--- config.mk ---
export PLATFORM = sky130hd
export DESIGN_NAME = ghost_sprite_renderer
export DESIGN_NICKNAME = d
export VERILOG_FILES = /design/src/rtl/pacman_pkg.sv /design/src/rtl/ghost_bitmap_rom.sv /design/src/rtl/ghost_sprite_renderer.sv
export SDC_FILE = /design/constraint.sdc
export NUM_CORES = 1
export LEC_CHECK = 0
export BUFFER_PORTS_ARGS = -buffer_cell sky130_fd_sc_hd__buf_2
export CAP_MARGIN = 0
export CORE_MARGIN = 2
export CORE_UTILIZATION = 45
export DETAILED_ROUTE_END_ITERATION = 10
export PLACE_DENSITY = 0.81
export SLEW_MARGIN = 20
export SYNTH_ARGS = -nofsm -noshare
export SYNTH_HDL_FRONTEND = slang
export SYNTH_SLANG_ARGS = --single-unit
--- constraint.sdc ---
create_clock -name clk -period 2.2 [get_ports clk]
set_clock_uncertainty 0.15 [all_clocks]
set_input_delay 0.44 -clock clk [delete_from_list [all_inputs] [get_ports clk]]
set_output_delay 0.44 -clock clk [all_outputs]
set_load 0.02 [all_outputs]
--- src/rtl/pacman_pkg.sv ---
// rtl/pacman_pkg.sv - shared palette indices, ghost state encoding and sprite body bitmap
package pacman_pkg;

    localparam logic [2:0] BLACK  = 3'd0;
    localparam logic [2:0] YELLOW = 3'd1;
    localparam logic [2:0] RED    = 3'd2;
    localparam logic [2:0] WHITE  = 3'd3;
    localparam logic [2:0] BLUE   = 3'd4;
    localparam logic [2:0] PINK   = 3'd5;
    localparam logic [2:0] CYAN   = 3'd6;
    localparam logic [2:0] ORANGE = 3'd7;

    localparam int SPRITE_SIZE = 16;

    typedef enum logic [1:0] {
        ST_NORMAL = 2'd0,
        ST_FRIGHT = 2'd1,
        ST_BLINK  = 2'd2,
        ST_EATEN  = 2'd3
    } ghost_state_e;

    // Column 0 is the MSB; rows 14-15 carry the two skirt variants.
    function automatic logic [15:0] body_row(input logic [3:0] row, input logic frame);
        case (row)
            4'd0:    body_row = 16'b0000011111100000;
            4'd1:    body_row = 16'b0001111111111000;
            4'd2:    body_row = 16'b0011111111111100;
            4'd14:   body_row = frame ? 16'b0111111111111110 : 16'b0111101111011110;
            4'd15:   body_row = frame ? 16'b0101101001011010 : 16'b0110001100011000;
            default: body_row = 16'b0111111111111110;
        endcase
    endfunction

endpackage

--- src/rtl/ghost_bitmap_rom.sv ---
// rtl/ghost_bitmap_rom.sv - combinational ghost body, eye-white and pupil masks
module ghost_bitmap_rom
    import pacman_pkg::*;
(
    input  logic [3:0] row,
    input  logic [3:0] col,
    input  logic       frame,
    input  logic [1:0] dir,
    output logic       body,
    output logic       eye_white,
    output logic       pupil
);

    logic [15:0] body_bits;
    logic        in_left;
    logic        in_right;
    logic        in_eye;
    logic [1:0]  ex;
    logic [1:0]  ey;
    logic [1:0]  px;
    logic [1:0]  py;

    // Eyes are 4x4 blocks at columns 2-5 and 8-11, rows 4-7.
    always_comb begin
        body_bits = body_row(row, frame);
        body      = body_bits[4'd15 - col];
        in_left   = (col >= 4'd2) && (col <= 4'd5);
        in_right  = (col >= 4'd8) && (col <= 4'd11);
        in_eye    = (row >= 4'd4) && (row <= 4'd7) && (in_left || in_right);
        ex        = in_right ? col[1:0] : col[1:0] - 2'd2;
        ey        = row[1:0];
        case (dir)
            2'd0:    begin px = 2'd2; py = 2'd1; end
            2'd1:    begin px = 2'd0; py = 2'd1; end
            2'd2:    begin px = 2'd1; py = 2'd0; end
            default: begin px = 2'd1; py = 2'd2; end
        endcase
        eye_white = in_eye;
        pupil     = in_eye && (ex >= px) && ((ex - px) <= 2'd1)
                           && (ey >= py) && ((ey - py) <= 2'd1);
    end

endmodule

--- src/rtl/ghost_sprite_renderer.sv ---
// rtl/ghost_sprite_renderer.sv - ghost mode FSM and 2-stage pixel renderer; GHOST_BLINK_EN enables the BLINK state
module ghost_sprite_renderer
    import pacman_pkg::*;
#(
    parameter logic [2:0] BODY_COLOR    = 3'd2,
    parameter int         ANIM_PERIOD   = 8,
    parameter int         FRIGHT_FRAMES = 360,
    parameter int         BLINK_START   = 120,
    parameter int         BLINK_HALF    = 8
) (
    input  logic       clk,
    input  logic       reset,
    input  logic [8:0] hpos,
    input  logic [8:0] vpos,
    input  logic       vsync,
    input  logic [8:0] ghost_x,
    input  logic [8:0] ghost_y,
    input  logic [1:0] dir,
    input  logic       fright_start,
    input  logic       eaten,
    input  logic       revive,
    output logic [2:0] color,
    output logic       frightened
);

    localparam int ACW = (ANIM_PERIOD > 1) ? $clog2(ANIM_PERIOD) : 1;

    ghost_state_e   state_q, state_d;
    logic [8:0]     timer_q, timer_d;
    logic [ACW-1:0] anim_cnt_q, anim_cnt_d;
    logic           anim_frame_q, anim_frame_d;
    logic           blink_phase_q, blink_phase_d;
    logic           frightened_q, frightened_d;
    logic [3:0]     rx_q, rx_d;
    logic [3:0]     ry_q, ry_d;
    logic           inside_q, inside_d;
    logic           frame_q, frame_d;
    logic [2:0]     color_q, color_d;
    logic [8:0]     rx_full;
    logic [8:0]     ry_full;
    logic           body;
    logic           eye_white;
    logic           pupil;

`ifdef GHOST_BLINK_EN
    localparam int BCW = (BLINK_HALF > 1) ? $clog2(BLINK_HALF) : 1;
    logic [BCW-1:0] blink_cnt_q, blink_cnt_d;
`endif

    always_comb begin
        state_d = state_q;
        timer_d = timer_q;
        if (vsync && timer_q != 9'd0 && (state_q == ST_FRIGHT || state_q == ST_BLINK))
            timer_d = timer_q - 9'd1;
        case (state_q)
            ST_NORMAL: begin
                if (fright_start) begin
                    state_d = ST_FRIGHT;
                    timer_d = 9'(FRIGHT_FRAMES);
                end
            end
            ST_FRIGHT: begin
                if (eaten)
                    state_d = ST_EATEN;
                else if (fright_start)
                    timer_d = 9'(FRIGHT_FRAMES);
`ifdef GHOST_BLINK_EN
                else if (timer_q <= 9'(BLINK_START))
                    state_d = ST_BLINK;
`else
                else if (timer_q == 9'd0)
                    state_d = ST_NORMAL;
`endif
            end
            ST_BLINK: begin
                if (eaten)
                    state_d = ST_EATEN;
                else if (fright_start) begin
                    state_d = ST_FRIGHT;
                    timer_d = 9'(FRIGHT_FRAMES);
                end else if (timer_q == 9'd0)
                    state_d = ST_NORMAL;
            end
            default: begin
                if (revive)
                    state_d = ST_NORMAL;
            end
        endcase
        frightened_d = (state_d == ST_FRIGHT) || (state_d == ST_BLINK);
    end

    always_comb begin
        anim_cnt_d   = anim_cnt_q;
        anim_frame_d = anim_frame_q;
        if (vsync) begin
            if (anim_cnt_q == ACW'(ANIM_PERIOD - 1)) begin
                anim_cnt_d   = '0;
                anim_frame_d = ~anim_frame_q;
            end else begin
                anim_cnt_d = anim_cnt_q + 1'b1;
            end
        end
    end

`ifdef GHOST_BLINK_EN
    // Phase restarts at 0 whenever BLINK is entered.
    always_comb begin
        blink_cnt_d   = blink_cnt_q;
        blink_phase_d = blink_phase_q;
        if (state_q != ST_BLINK && state_d == ST_BLINK) begin
            blink_cnt_d   = '0;
            blink_phase_d = 1'b0;
        end else if (state_q == ST_BLINK && vsync) begin
            if (blink_cnt_q == BCW'(BLINK_HALF - 1)) begin
                blink_cnt_d   = '0;
                blink_phase_d = ~blink_phase_q;
            end else begin
                blink_cnt_d = blink_cnt_q + 1'b1;
            end
        end
    end
`else
    assign blink_phase_d = 1'b0;
`endif

    always_comb begin
        rx_full  = hpos - ghost_x;
        ry_full  = vpos - ghost_y;
        inside_d = (rx_full < 9'(SPRITE_SIZE)) && (ry_full < 9'(SPRITE_SIZE));
        rx_d     = rx_full[3:0];
        ry_d     = ry_full[3:0];
        frame_d  = anim_frame_q;
    end

    ghost_bitmap_rom u_rom (
        .row       (ry_q),
        .col       (rx_q),
        .frame     (frame_q),
        .dir       (dir),
        .body      (body),
        .eye_white (eye_white),
        .pupil     (pupil)
    );

    // Priority pupil > eye white > body; frightened faces merge white and pupil.
    always_comb begin
        color_d = BLACK;
        if (inside_q) begin
            case (state_q)
                ST_NORMAL: color_d = pupil ? BLUE : eye_white ? WHITE : body ? BODY_COLOR : BLACK;
                ST_FRIGHT: color_d = (pupil || eye_white) ? PINK : body ? BLUE : BLACK;
`ifdef GHOST_BLINK_EN
                ST_BLINK: begin
                    if (blink_phase_q)
                        color_d = (pupil || eye_white) ? RED : body ? WHITE : BLACK;
                    else
                        color_d = (pupil || eye_white) ? PINK : body ? BLUE : BLACK;
                end
`endif
                ST_EATEN:  color_d = pupil ? BLUE : eye_white ? WHITE : BLACK;
                default:   color_d = BLACK;
            endcase
        end
    end

    always_ff @(posedge clk) begin
        if (reset) begin
            state_q       <= ST_NORMAL;
            timer_q       <= 9'd0;
            anim_cnt_q    <= '0;
            anim_frame_q  <= 1'b0;
            blink_phase_q <= 1'b0;
            frightened_q  <= 1'b0;
            rx_q          <= 4'd0;
            ry_q          <= 4'd0;
            inside_q      <= 1'b0;
            frame_q       <= 1'b0;
            color_q       <= 3'd0;
`ifdef GHOST_BLINK_EN
            blink_cnt_q   <= '0;
`endif
        end else begin
            state_q       <= state_d;
            timer_q       <= timer_d;
            anim_cnt_q    <= anim_cnt_d;
            anim_frame_q  <= anim_frame_d;
            blink_phase_q <= blink_phase_d;
            frightened_q  <= frightened_d;
            rx_q          <= rx_d;
            ry_q          <= ry_d;
            inside_q      <= inside_d;
            frame_q       <= frame_d;
            color_q       <= color_d;
`ifdef GHOST_BLINK_EN
            blink_cnt_q   <= blink_cnt_d;
`endif
        end
    end

    assign color      = color_q;
    assign frightened = frightened_q;

endmodule

==> impl_metrics.toml, run 1 <==
[clock_tree]
cts_tree = "built"
clock-sinks = 29
cts_max_level = 2
cts.clk_slew.worst_paths_ps = 60
ctsHoldBuffers = 0
clock_latency_ps = 280
cts_made_buffers = 5
cts-root-buf = "clkbuf_8"
clk_path_buf_depth = 2

[worst_setup_path]
path_class = "reg2reg"
reg2reg_depth = 7
path_delay_family = "simple AND/OR/NAND/NOR gates"
slowest_delay_ps = 470
critPathRequiredTime_ps = 2230
crit_start = "rx_q[3]"
start_kind = "register"
arrival_ps = 2150
rr_startpoint = "rx_q[3]"
crit_chain = "nor2b_4 -> xnor2_2 -> fa_1 -> nor4_2 -> nand3_1 -> a21oi_2 -> nor3_1"
endpoint_kind = "register"
reg2reg_slack_ps = 80
critPathMaxFanout = 3
r2r_end = "color[0]"
slowest_stage = "fa_1"
crit_buf_inv = 0

[die]
die_h_um = 76.7
fp.coreArea_sq_mm = 0.00511
die_area_sq_mm = 0.00589
fp.dieW_um = 76.7
start_util_pct = 46.6
io_pins = 48
placementRows = 26

[synthesis]
ys_seq_area_share_pct = 24.4
netlist_area_sq_mm = 0.00238
synth.area.top_cells = "dfxtp_1 (24%), ha_1 (15%), nor2_1 (6.8%)"
synth_edf_count = 0
synth.avg_cell_area_sq_um = 7.99
syn-num-nets = 375
synth_top_area_share_pct = 24.4
yosysTopAreaCell = "dfxtp_1"
post_synth_inst_count = 298
async_flop_share_pct = 0
synth-main-ff-cell = "dfxtp_1"
synth.ff_latch_count = 29
synth-warning-count = 0
ys_types = 54

[worst_hold_path]
hp-class = "in2reg"
hold_end = "rx_q[0]"
hold_start = "ghost_x[0]"
holdPathStages = 3

[finish]
diodes = 0
drive_above_1_share_pct = 25.8
nets = 441
area_delta_synth_final_pct = 24.9
fin_cells = 434
final_util_pct = 58.2

[drt]
drt_pass1_iterations = 4
antenna_left = 0
first_iter_violations = 122
met2_length_mm = 2.49
routedWlPerCell_um = 11.8
post_drt_via_cell_ratio = 5.19
drt-total-wl_mm = 5.12
maxUsedRoutingLayer = "met4"
vias = 2252
dr_wl_met3_um = 256
drt-met1-wl_mm = 2.28
route.detailed.drc = 0

[placed_design]
dp_hpwl_mm = 4.01
dpl.cell_count = 425
dpl_worst_slack_ps = -167
portBuffers = 47
gp_routability_congestion = 0.878

[global_routing]
gr-total-overflow = 0
antenna_found_initial = 0
grt_max_degree = 22
grt_first_pass_wirelength_mm = 8.56
grt_pass1_vias = 2105
grt_usage_pct = 17.3

[power_and_ir_drop]
p_int_mw = 1.22
powerDensity_mw_per_mm2 = 644
power_frac_seq_pct = 34.1
switchingPower_mw = 0.693
power_frac_clock_pct = 23.4
peakVddDrop_mv = 0.256
p_comb_share_pct = 42.6
p_leak_nw = 1.38
swShare_pct = 36.2

[timing]
fin_crit_sh_pct = 96.3
final-setup-viol-count = 0
layout_setup_ws_ps = 80.4
fin_hold_ws_ps = 275
max_freq_ghz = 0.472
worstMarginPinSlew_ps = 432
relSlewSlack_pct = 71.1
slew_viol_final = 0
period_needed_ps = 2120
hold_viol = 0

[outcome]
status = "completed"

[flow_run]
maxCapViolCount = 0
## logic make-up after synthesis
kind of cell	count (synthesis)	synth area share, %
AOI/OAI and AO/OA	61	17.2
buffers and inverters	44	7.41
and+or+nand+nor	108	23.8
muxes	3	1.31
DFF	29	24.4
xor gates and xnor gates	20	7.36
adders and majority gates	33	18.6
## per-layer routing
layer | vias to the layer above | track usage, %
li1 | 1157 | -
met3 | 10 | 3.18
met2 | 72 | 30.4
met5 | - | 0
met1 | 1013 | 20.7
met4 | 0 | 7.09
## how the worst max path moves through the flow
stage	endpoint	slack, ps	cells past startpoint
after floorplan	inside_q	30	9
after global placement	inside_q	-110	10
after detailed placement	inside_q	-170	10
after CTS	color[0]	7	7
after global routing	color[0]	-60	7
final	color[0]	80	7
## stage by stage
step / total power [mW] / setup TNS [ps] / cell area (sq um)
floorplan: 1.21 / 0 / 2420
global placement: 1.39 / -149 / 2830
detailed placement: 1.42 / -234 / 2830
CTS: 1.87 / 0 / 2920
global route: 2.05 / -92.2 / 2970
finish: 1.91 / 0 / 2970
## power groups by stage
stage	logic [mW]	registers, mW	clock network (mW)
6_report	0.815	0.652	0.448
5_1_grt	0.914	0.662	0.475
4_1_cts	0.768	0.647	0.455
3_5_place_dp	0.760	0.658	0
3_3_place_gp	0.733	0.655	0
2_1_floorplan	0.554	0.661	0
## synth_stat cells, drive strengths merged (3+ instances only)
cell and n:
xor2 11, inv 38, fa 4, o21ai 16, a21oi 18, nand2b 7, or4 3, nor2b 5
nand2 11, or2 4, nand4 4, o211ai 3, ha 29, nor3 9, nand3 4, buf 3
a211oi 3, nor4 5, clkbuf 3, dfxtp 29, xnor2 9, nor2 44, o22ai 3
## layout make-up
type                    count  area [sq um]
well taps                  70          87.6
fillers                   475          2130
inverters                  38           143
multi-input cells         225          1710
clock buffers               7          86.3
flip-flops and latches     29           581
repair buffers             65           370
## flip-flops by register name, summed over array words and instances (netlist names)
register and cells:
frame_q 1, state_q 2, inside_q 1, rx_q 4, anim_cnt_q 3, timer_q 9, color 3, ry_q 4
anim_frame_q 1, frightened 1
## worst min-delay path, stage by stage
cell	delay (ps)
buf_2	80
ha_1	110
nor2_1	40
## layout by cell type, fill, tap and decap left out, drive strengths merged, types with 3 or more instances in the layout
master / n
buf: 65
xnor2: 9
o21ai: 16
nand2b: 7
xor2: 11
a211oi: 3
nor3: 9
clkbuf: 7
nand3: 4
fa: 4
a21oi: 18
nor2b: 5
nor4: 5
nand4: 4
inv: 38
dfxtp: 29
o211ai: 3
nor2: 44
nand2: 11
or2: 4
or4: 3
ha: 29
o22ai: 3
## what timing repair did
item,in CTS,in global routing
buffers inserted,0,2
endpoints found under the setup margin,0,4
gates resized for setup,0,9
Power figures use the tool's default switching activity.
==> run 2, diff against run 1 <==
- REMOVE_ABC_BUFFERS: default -> 1
- clock period: 2.2 -> 1.95 ns (I/O delays scaled with it)
==> impl_metrics.toml, run 2 (synthesis results as in run 1) <==
[finish]
top_register = "timer_q"
largest_register_ffs = 9
design_area_sq_mm = 0.00324
drive_above_1_share_pct = 36.4
layout_commonest_cell = "buf_2"
nFillCells = 433
area_delta_synth_final_pct = 36.3
diodes = 0
top_regs = "timer_q x9, rx_q x4, ry_q x4"
final_util_pct = 63.5
nets = 459
layout_common_cells = "buf_2 (43), nor2_1 (41), inv_1 (33), buf_4 (33)"
fin_cells = 452

[die]
fp.dieW_um = 76.7
die_area_sq_mm = 0.00589
io_pins = 48
start_util_pct = 46.6
fp.coreArea_sq_mm = 0.00511
placementRows = 26
die_h_um = 76.7

[worst_setup_path]
start_kind = "register"
arrival_ps = 2050
critPathRequiredTime_ps = 1970
path_class = "reg2reg"
critPathMaxFanout = 3
endpoint_kind = "register"

[clock_tree]
cts_max_level = 2
cts.clk_slew.worst_paths_ps = 60
cts_tree = "built"
cts_made_buffers = 5
clock_latency_ps = 280
cts-root-buf = "clkbuf_8"
clk_path_buf_depth = 2
clock-sinks = 29
ctsHoldBuffers = 0

[timing]
slew_viol_final = 0
max_freq_ghz = 0.492
hold_viol = 0
fin_crit_sh_pct = 104
period_needed_ps = 2030
final-setup-viol-count = 8
rsz0062_at_grt = "true"
layout_setup_ws_ps = -81.4
relSlewSlack_pct = 73.8
fin_tns_setup_ps = -371
worstMarginPinSlew_ps = 389

[drt]
first_iter_violations = 90
drt_pass1_iterations = 4
drt-total-wl_mm = 5.47
routedWlPerCell_um = 12.1
route.detailed.drc = 0
antenna_left = 0
post_drt_via_cell_ratio = 5.25
vias = 2373

[global_routing]
grt_pass1_vias = 2327
grt_usage_pct = 19.2
gr-total-overflow = 0
grt_first_pass_wirelength_mm = 9.53
grt_max_degree = 22
antenna_found_initial = 0

[worst_hold_path]
hp-class = "in2reg"

[power_and_ir_drop]
powerDensity_mw_per_mm2 = 714
peakVddDrop_mv = 0.292
totalPowerFinal_mw = 2.32
switchingPower_mw = 0.811
power_frac_seq_pct = 31.5
p_int_mw = 1.51
swShare_pct = 35.0
power_frac_clock_pct = 21.0
p_comb_share_pct = 47.5
p_leak_nw = 1.49

[flow_run]
maxCapViolCount = 0

[placed_design]
placed_area_sq_mm = 0.00289
dpl.cell_count = 438
dp_hpwl_mm = 4.04
portBuffers = 47
gp_routability_congestion = 0.805

[outcome]
violations = "negative setup slack"
status = "complete, but fails checks"
[run 2: worst paths after layout]
check | end | from | depth (start not counted) | slack, ps
hold reg to reg | frame_q | anim_frame_q | 1 | 340
hold / removal | ry_q[0] | ghost_y[0] | 3 | 220
setup reg to reg | frightened | timer_q[5] | 7 | -80
setup / recovery | frightened | timer_q[5] | 7 | -80
[run 2: per-layer routing]
layer | part of all wire (%) | vias to the layer above | routed length, um | global-route usage, %
li1 | - | 1196 | - | -
met1 | 42 | 1119 | 2290 | 21.5
met2 | 53 | 50 | 2880 | 35.9
met3 | 4.0 | 8 | 221 | 3.76
met4 | 1.4 | 0 | 78 | 6.55
met5 | 0 | - | 0 | 0
[run 2: per-stage QoR]
stage                     worst slack [ps]  hold WS [ps]
after floorplan                       -281           279
after global placement                -383           314
after detailed placement              -455           321
after CTS                            -44.7           221
after global routing                  -233           244
final                                -81.4           224
[run 2: timing repair]
item / CTS / global route
pin swaps: 15 / 16
resized for setup: 31 / 21
buffers inserted: 4 / 3
endpoints found under the setup margin: 10 / 14
[run 2: worst max-delay path, cell delays in order, from the launching register on]
cell and delay, ps:
dfxtp_2 320, or4_4 560, nor4b_4 300, buf_4 150
a21oi_2 70, a31oi_4 180, xnor2_1 140, nor2_1 50
[run 2: cell type report]
cell class,instances,area (sq um),area share [%]
clock buffers,7,86.3,2.66
inverters,38,143,4.40
multi-input cells,225,1800,55.4
flip-flops and latches,29,588,18.1
well taps,70,87.6,2.70
repair buffers,83,542,16.7
[run 2: power by group through the flow]
stage               Combinational, mW  Sequential (mW)  Clock, mW
floorplan                       0.601            0.750          0
global placement                0.888            0.727          0
detailed placement              0.917            0.730          0
CTS                              1.00            0.722      0.497
global route                     1.22            0.736      0.518
finish                           1.10            0.729      0.487
